<file path="config.mk">
export PLATFORM = sky130hd
export DESIGN_NAME = x_pipe_stage_n
export DESIGN_NICKNAME = d
export VERILOG_FILES = /design/src/rtl/x_pipe_pkg.sv /design/src/rtl/x_pipe_stage_n_lane.sv /design/src/rtl/x_pipe_stage_n.sv
export SDC_FILE = /design/constraint.sdc
export NUM_CORES = 1
export LEC_CHECK = 0
export CAP_MARGIN = 25
export CORE_AREA = 4 4 152 154
export CTS_CLUSTER_SIZE = 28
export DETAILED_ROUTE_END_ITERATION = 8
export DIE_AREA = 0 0 156 158
export GPL_TIMING_DRIVEN = 0
export PLACE_DENSITY_LB_ADDON = 0.2
export SYNTH_ARGS = -nofsm -noshare
export SYNTH_HDL_FRONTEND = slang
export SYNTH_SLANG_ARGS = --single-unit
</file>
<file path="constraint.sdc">
create_clock -name clk -period 2.53 [get_ports clk]
set_clock_uncertainty 0.15 [all_clocks]
set_input_delay 0.506 -clock clk [delete_from_list [all_inputs] [get_ports clk]]
set_output_delay 0.506 -clock clk [all_outputs]
set_load 0.01 [all_outputs]
</file>
<file path="src/rtl/x_pipe_pkg.sv">
// x_pipe_pkg: shared types and constants for the N-lane execute->memory stage.
// The lane_t layout matches the default 32-bit operand/instruction widths.
// Parameterised users size-cast the BUBBLE fields to their own widths.
package x_pipe_pkg;

    localparam int unsigned XP_DW = 32;
    localparam int unsigned XP_IW = 32;

    // Instruction word that the memory stage treats as "do nothing".
    localparam logic [XP_IW-1:0] NOP_INSTR = 32'h0000_0000;

    typedef struct packed {
        logic             valid;
        logic             ovf;
        logic [XP_DW-1:0] a;
        logic [XP_DW-1:0] b;
        logic [XP_IW-1:0] instr;
    } lane_t;

    // An empty slot: no valid work, no overflow, NOP instruction, zeroed operands.
    localparam lane_t BUBBLE = '{valid: 1'b0, ovf: 1'b0, a: '0, b: '0, instr: NOP_INSTR};

    // Population count of a lane mask. It is used to count the bubbles inserted in a cycle.
    function automatic int unsigned count_ones(input logic [63:0] mask);
        int unsigned n;
        n = 0;
        for (int i = 0; i < 64; i++) begin
            n += int'(mask[i]);
        end
        return n;
    endfunction

endpackage

</file>
<file path="src/rtl/x_pipe_stage_n_lane.sv">
// pipe_lane_reg: one lane of the X/M register and its hold/load/bubble mux.
// The reset value equals a bubble, so reset and flush leave the lane in the same state.
module pipe_lane_reg
    import x_pipe_pkg::*;
#(
    parameter int unsigned DW = 32,
    parameter int unsigned IW = 32
) (
    input  logic          clk,
    input  logic          reset,
    input  logic          hold,
    input  logic          take,
    input  logic [DW-1:0] a_in,
    input  logic [DW-1:0] b_in,
    input  logic [IW-1:0] instr_in,
    input  logic          ovf_in,
    output logic          valid_out,
    output logic [DW-1:0] a_out,
    output logic [DW-1:0] b_out,
    output logic [IW-1:0] instr_out,
    output logic          ovf_out
);

    logic          valid_q, valid_d;
    logic          ovf_q,   ovf_d;
    logic [DW-1:0] a_q,     a_d;
    logic [DW-1:0] b_q,     b_d;
    logic [IW-1:0] instr_q, instr_d;

    // Select the next lane contents: hold, accept the incoming entry, or insert a bubble.
    always_comb begin
        valid_d = valid_q;
        ovf_d   = ovf_q;
        a_d     = a_q;
        b_d     = b_q;
        instr_d = instr_q;
        if (!hold) begin
            if (take) begin
                valid_d = 1'b1;
                ovf_d   = ovf_in;
                a_d     = a_in;
                b_d     = b_in;
                instr_d = instr_in;
            end else begin
                // A bubble never carries an overflow, so a killed entry cannot trap downstream.
                valid_d = BUBBLE.valid;
                ovf_d   = BUBBLE.ovf;
                a_d     = DW'(BUBBLE.a);
                b_d     = DW'(BUBBLE.b);
                instr_d = IW'(BUBBLE.instr);
            end
        end
    end

    // Lane state registers. Reset takes priority over hold on the same edge.
    always_ff @(posedge clk) begin
        if (reset) begin
            valid_q <= 1'b0;
            ovf_q   <= 1'b0;
            a_q     <= '0;
            b_q     <= '0;
            instr_q <= IW'(NOP_INSTR);
        end else begin
            valid_q <= valid_d;
            ovf_q   <= ovf_d;
            a_q     <= a_d;
            b_q     <= b_d;
            instr_q <= instr_d;
        end
    end

    assign valid_out = valid_q;
    assign ovf_out   = ovf_q;
    assign a_out     = a_q;
    assign b_out     = b_q;
    assign instr_out = instr_q;

endmodule

</file>
<file path="src/rtl/x_pipe_stage_n.sv">
// x_pipe_stage_n: N-lane execute->memory pipeline register with stall, flush and per-lane kill.
// Lane 0 holds the oldest instruction. Lanes are never reordered or compacted.
// Optional macro XPIPE_PERF_CNT_EN adds the saturating stall_cnt and bubble_cnt counters.
module x_pipe_stage_n
    import x_pipe_pkg::*;
#(
    parameter int unsigned LANES = 2,
    parameter int unsigned DW    = 32,
    parameter int unsigned IW    = 32,
    parameter int unsigned CNT_W = 16
) (
    input  logic                clk,
    input  logic                reset,
    input  logic                stall,
    input  logic                flush,
    input  logic [LANES-1:0]    lane_kill,
    input  logic [LANES-1:0]    valid_in,
    input  logic [LANES*DW-1:0] data_a_in,
    input  logic [LANES*DW-1:0] data_b_in,
    input  logic [LANES*IW-1:0] instr_in,
    input  logic [LANES-1:0]    ovf_in,
    output logic [LANES-1:0]    valid_out,
    output logic [LANES*DW-1:0] data_a_out,
    output logic [LANES*DW-1:0] data_b_out,
    output logic [LANES*IW-1:0] instr_out,
    output logic [LANES-1:0]    ovf_out
`ifdef XPIPE_PERF_CNT_EN
    ,
    output logic [CNT_W-1:0]    stall_cnt,
    output logic [CNT_W-1:0]    bubble_cnt
`endif
);

    // Reject configurations that cannot work at elaboration time.
    if (LANES < 1 || LANES > 64 || DW < 1 || IW < 1 || CNT_W < 1) begin : g_bad_param
        $error("x_pipe_stage_n: illegal parameter value");
    end

    // Flush wins over stall. Because of this, a stall only holds the lanes when no flush is present.
    logic             hold;
    logic [LANES-1:0] take;

    assign hold = stall & ~flush;

    for (genvar gi = 0; gi < LANES; gi++) begin : g_lane
        // A lane accepts its entry only on a plain load edge with valid set and no kill.
        assign take[gi] = ~flush & valid_in[gi] & ~lane_kill[gi];

        pipe_lane_reg #(
            .DW (DW),
            .IW (IW)
        ) u_lane (
            .clk       (clk),
            .reset     (reset),
            .hold      (hold),
            .take      (take[gi]),
            .a_in      (data_a_in[gi*DW +: DW]),
            .b_in      (data_b_in[gi*DW +: DW]),
            .instr_in  (instr_in[gi*IW +: IW]),
            .ovf_in    (ovf_in[gi]),
            .valid_out (valid_out[gi]),
            .a_out     (data_a_out[gi*DW +: DW]),
            .b_out     (data_b_out[gi*DW +: DW]),
            .instr_out (instr_out[gi*IW +: IW]),
            .ovf_out   (ovf_out[gi])
        );
    end

`ifdef XPIPE_PERF_CNT_EN
    localparam int unsigned SW = ((CNT_W > 7) ? CNT_W : 7) + 1;

    logic [CNT_W-1:0] stall_cnt_q,  stall_cnt_d;
    logic [CNT_W-1:0] bubble_cnt_q, bubble_cnt_d;
    logic [63:0]      bubble_mask;
    logic [SW-1:0]    bubble_sum;

    // Compute the next counter values. Both counters stick at all-ones instead of wrapping.
    always_comb begin
        stall_cnt_d  = stall_cnt_q;
        bubble_cnt_d = bubble_cnt_q;
        bubble_mask  = '0;
        bubble_mask[LANES-1:0] = ~take;
        bubble_sum   = SW'(bubble_cnt_q) + SW'(count_ones(bubble_mask));
        if (hold) begin
            if (stall_cnt_q != {CNT_W{1'b1}}) begin
                stall_cnt_d = stall_cnt_q + 1'b1;
            end
        end else if (bubble_sum > SW'({CNT_W{1'b1}})) begin
            bubble_cnt_d = {CNT_W{1'b1}};
        end else begin
            bubble_cnt_d = bubble_sum[CNT_W-1:0];
        end
    end

    // Performance counter registers.
    always_ff @(posedge clk) begin
        if (reset) begin
            stall_cnt_q  <= '0;
            bubble_cnt_q <= '0;
        end else begin
            stall_cnt_q  <= stall_cnt_d;
            bubble_cnt_q <= bubble_cnt_d;
        end
    end

    assign stall_cnt  = stall_cnt_q;
    assign bubble_cnt = bubble_cnt_q;
`endif

endmodule

</file>
==> flow_summary.ini <==
[timing]
layout_setup_ws_ns = 0.451
post-route-period-util = 0.822
worst_pin_slew_ns = 0.563
finalSetupTns_ns = 0
fin_crit_ns = 2.08
timing.fmax_mhz = 481
rsz0062_at_grt = no
slew_viol_final = 0
slew_headroom = 0.625
setup-violations-final = 0
holdWs_ns = 0.311
hold_violations = 0

[setup_path]
r2r_cells = 1
slowest_delay_ns = 0.57
crit_chain = buf_4 -> clkdlybuf4s50_1
cp_slowest_cell = clkdlybuf4s50_1
cp_max_fo = 2
cp.required_ns = 1.87
path_class = flip-flop to output pin
worstPathArrival_ns = 1.42
start_kind = flip-flop
critPathCaptureType = output pin

[global_route]
overflow = 0
grt_max_degree = 19
grt_pass1_wl_um = 34600
antenna_found_initial = 2
grt_use_total = 0.181
grt_pass1_vias = 6073

[pwr]
p_leak_nw = 3.93
power_density_nw_per_um2 = 573
ir_drop_uv = 377
finalPower_mw = 6.39

[logic_synthesis]
yosysSeqAreaShare = 0.627
synth_area_per_cell_sq_um = 13.4
syn_inst = 468
ys_types = 12
ys_warn_count = 0
syn-num-nets = 670
synth-seq-cells = 196
synth_area_sq_um = 6260

[finish]
final_cell_mix = clkdlybuf4s50_1 (397), dfxtp_1 (196), a32o_1 (194)
fin_nets = 1086
final_layout_size_suffix_gt1_frac = 0.0882
stdcell_area_sq_um = 11200
fillCellCount = 1968
fin_cells = 1177
syn_to_final_growth_pct = 78.2
layout_commonest_cell = clkdlybuf4s50_1
final_util = 0.514

[job]
drv_cap = 0

[clocking]
postCtsResizedCells = 0
postCtsSetupBuffers = 0
cts.sink_count = 196
cts_tree = yes
root_buffer = clkbuf_16
htree_levels = 4
cts_hold_buf = 0
clockBufferDepth = 2
cts-buffers-inserted = 17
clkTransAtPathRegs_ns = 0.07
clk-insertion-delay-late_ns = 0.42

[detailed_routing]
dr.pass1.iters = 5
drc_errors = 0
drt_iter0_drc = 229
ant_nets = 0
routed_via_density = 5.07
wirelength_um = 23700
vias = 5964
wl_per_cell_um = 20.1

[place]
gp_congestion = 0.784
place_inst = 1145
dp_hpwl_um = 18100
io_buffers = 397
dpl_worst_slack_ns = -0.0293
placedInstanceArea_sq_um = 10600

[floorplanning]
fp.dieArea_sq_um = 24600
die_w_um = 156
pin_count = 398
initial_core_util = 0.289
rows = 54
dieHeight_um = 158
core_sq_um = 21700

[outcome]
status = finished clean

[worst_hold_path]
holdCritPathClass = flip-flop to flip-flop
hold_depth = 2
==> sequential cells by signal (all words and copies together) (netlist names) <==
name                     flops
g_lane.u_lane.instr_out     64
g_lane.u_lane.b_out         64
g_lane.u_lane.ovf_out        2
g_lane.u_lane.valid_out      2
g_lane.u_lane.a_out         64
==> layout make-up <==
type	instances	area, sq um	share of cell area
clock buffer	19	453	0.0406
antenna	1	2.50	0.000224
multi-input combinational	204	2020	0.181
sequential	196	3920	0.352
timing repair buffer	397	3970	0.356
clock inverter	12	114	0.0102
tap	280	350	0.0314
buffer	68	320	0.0287
==> final timing paths <==
check	from	to	slack, ns
hold reg to reg	g_lane[0].u_lane.valid_out	g_lane[0].u_lane.valid_out	0.31
setup / recovery	g_lane[1].u_lane.valid_out	valid_out[1]	0.45
setup reg to reg	g_lane[1].u_lane.a_out[3]	g_lane[1].u_lane.a_out[3]	1.73
hold / removal	g_lane[0].u_lane.valid_out	g_lane[0].u_lane.valid_out	0.31
==> critical path, delay by kind of cell, from the launching register on <==
| family | cells | cell delay, ns |
|---|---|---|
| buffers and inverters | 2 | 0.67 |
| flip-flops | 1 | 0.33 |
==> logic make-up (layout without fill, tap and decap cells) <==
group	after synthesis	count (layout)	synth area share
AOI/OAI and AO/OA	196	196	0.313
DFF	196	196	0.627
other	0	1	0
buffers and inverters	68	496	0.0512
and+or+nand+nor	8	8	0.00959
==> cell usage after synthesis <==
| library cell | count | area [sq um] |
|---|---|---|
| a211oi_1 | 2 | 15.0 |
| a32o_1 | 194 | 1940 |
| buf_1 | 3 | 11.3 |
| buf_2 | 40 | 200 |
| buf_4 | 4 | 30.0 |
| clkbuf_1 | 21 | 78.8 |
| dfxtp_1 | 196 | 3920 |
| nand2_1 | 2 | 7.51 |
| nor2b_1 | 2 | 12.5 |
| nor3_2 | 1 | 10.0 |
| nor3b_2 | 1 | 12.5 |
| or3b_2 | 2 | 17.5 |
==> layer usage <==
metal  global-route usage  share of wire  vias to the layer above
met4               0.0475          0.011                        2
li1                     -              -                     2795
met1                0.201           0.38                     2873
met2                0.314           0.49                      279
met5                    0        0.00051                        -
met3               0.0820           0.12                       15
==> report_power, final <==
| part | switching (mW) | internal, mW | total, mW |
|---|---|---|---|
| Sequential | 0.0183 | 3.12 | 3.14 |
| Combinational | 0.239 | 0.393 | 0.632 |
| Clock | 1.27 | 1.35 | 2.62 |
| Total | 1.53 | 4.86 | 6.39 |
Note: power is estimated with default switching activity, not from simulation.
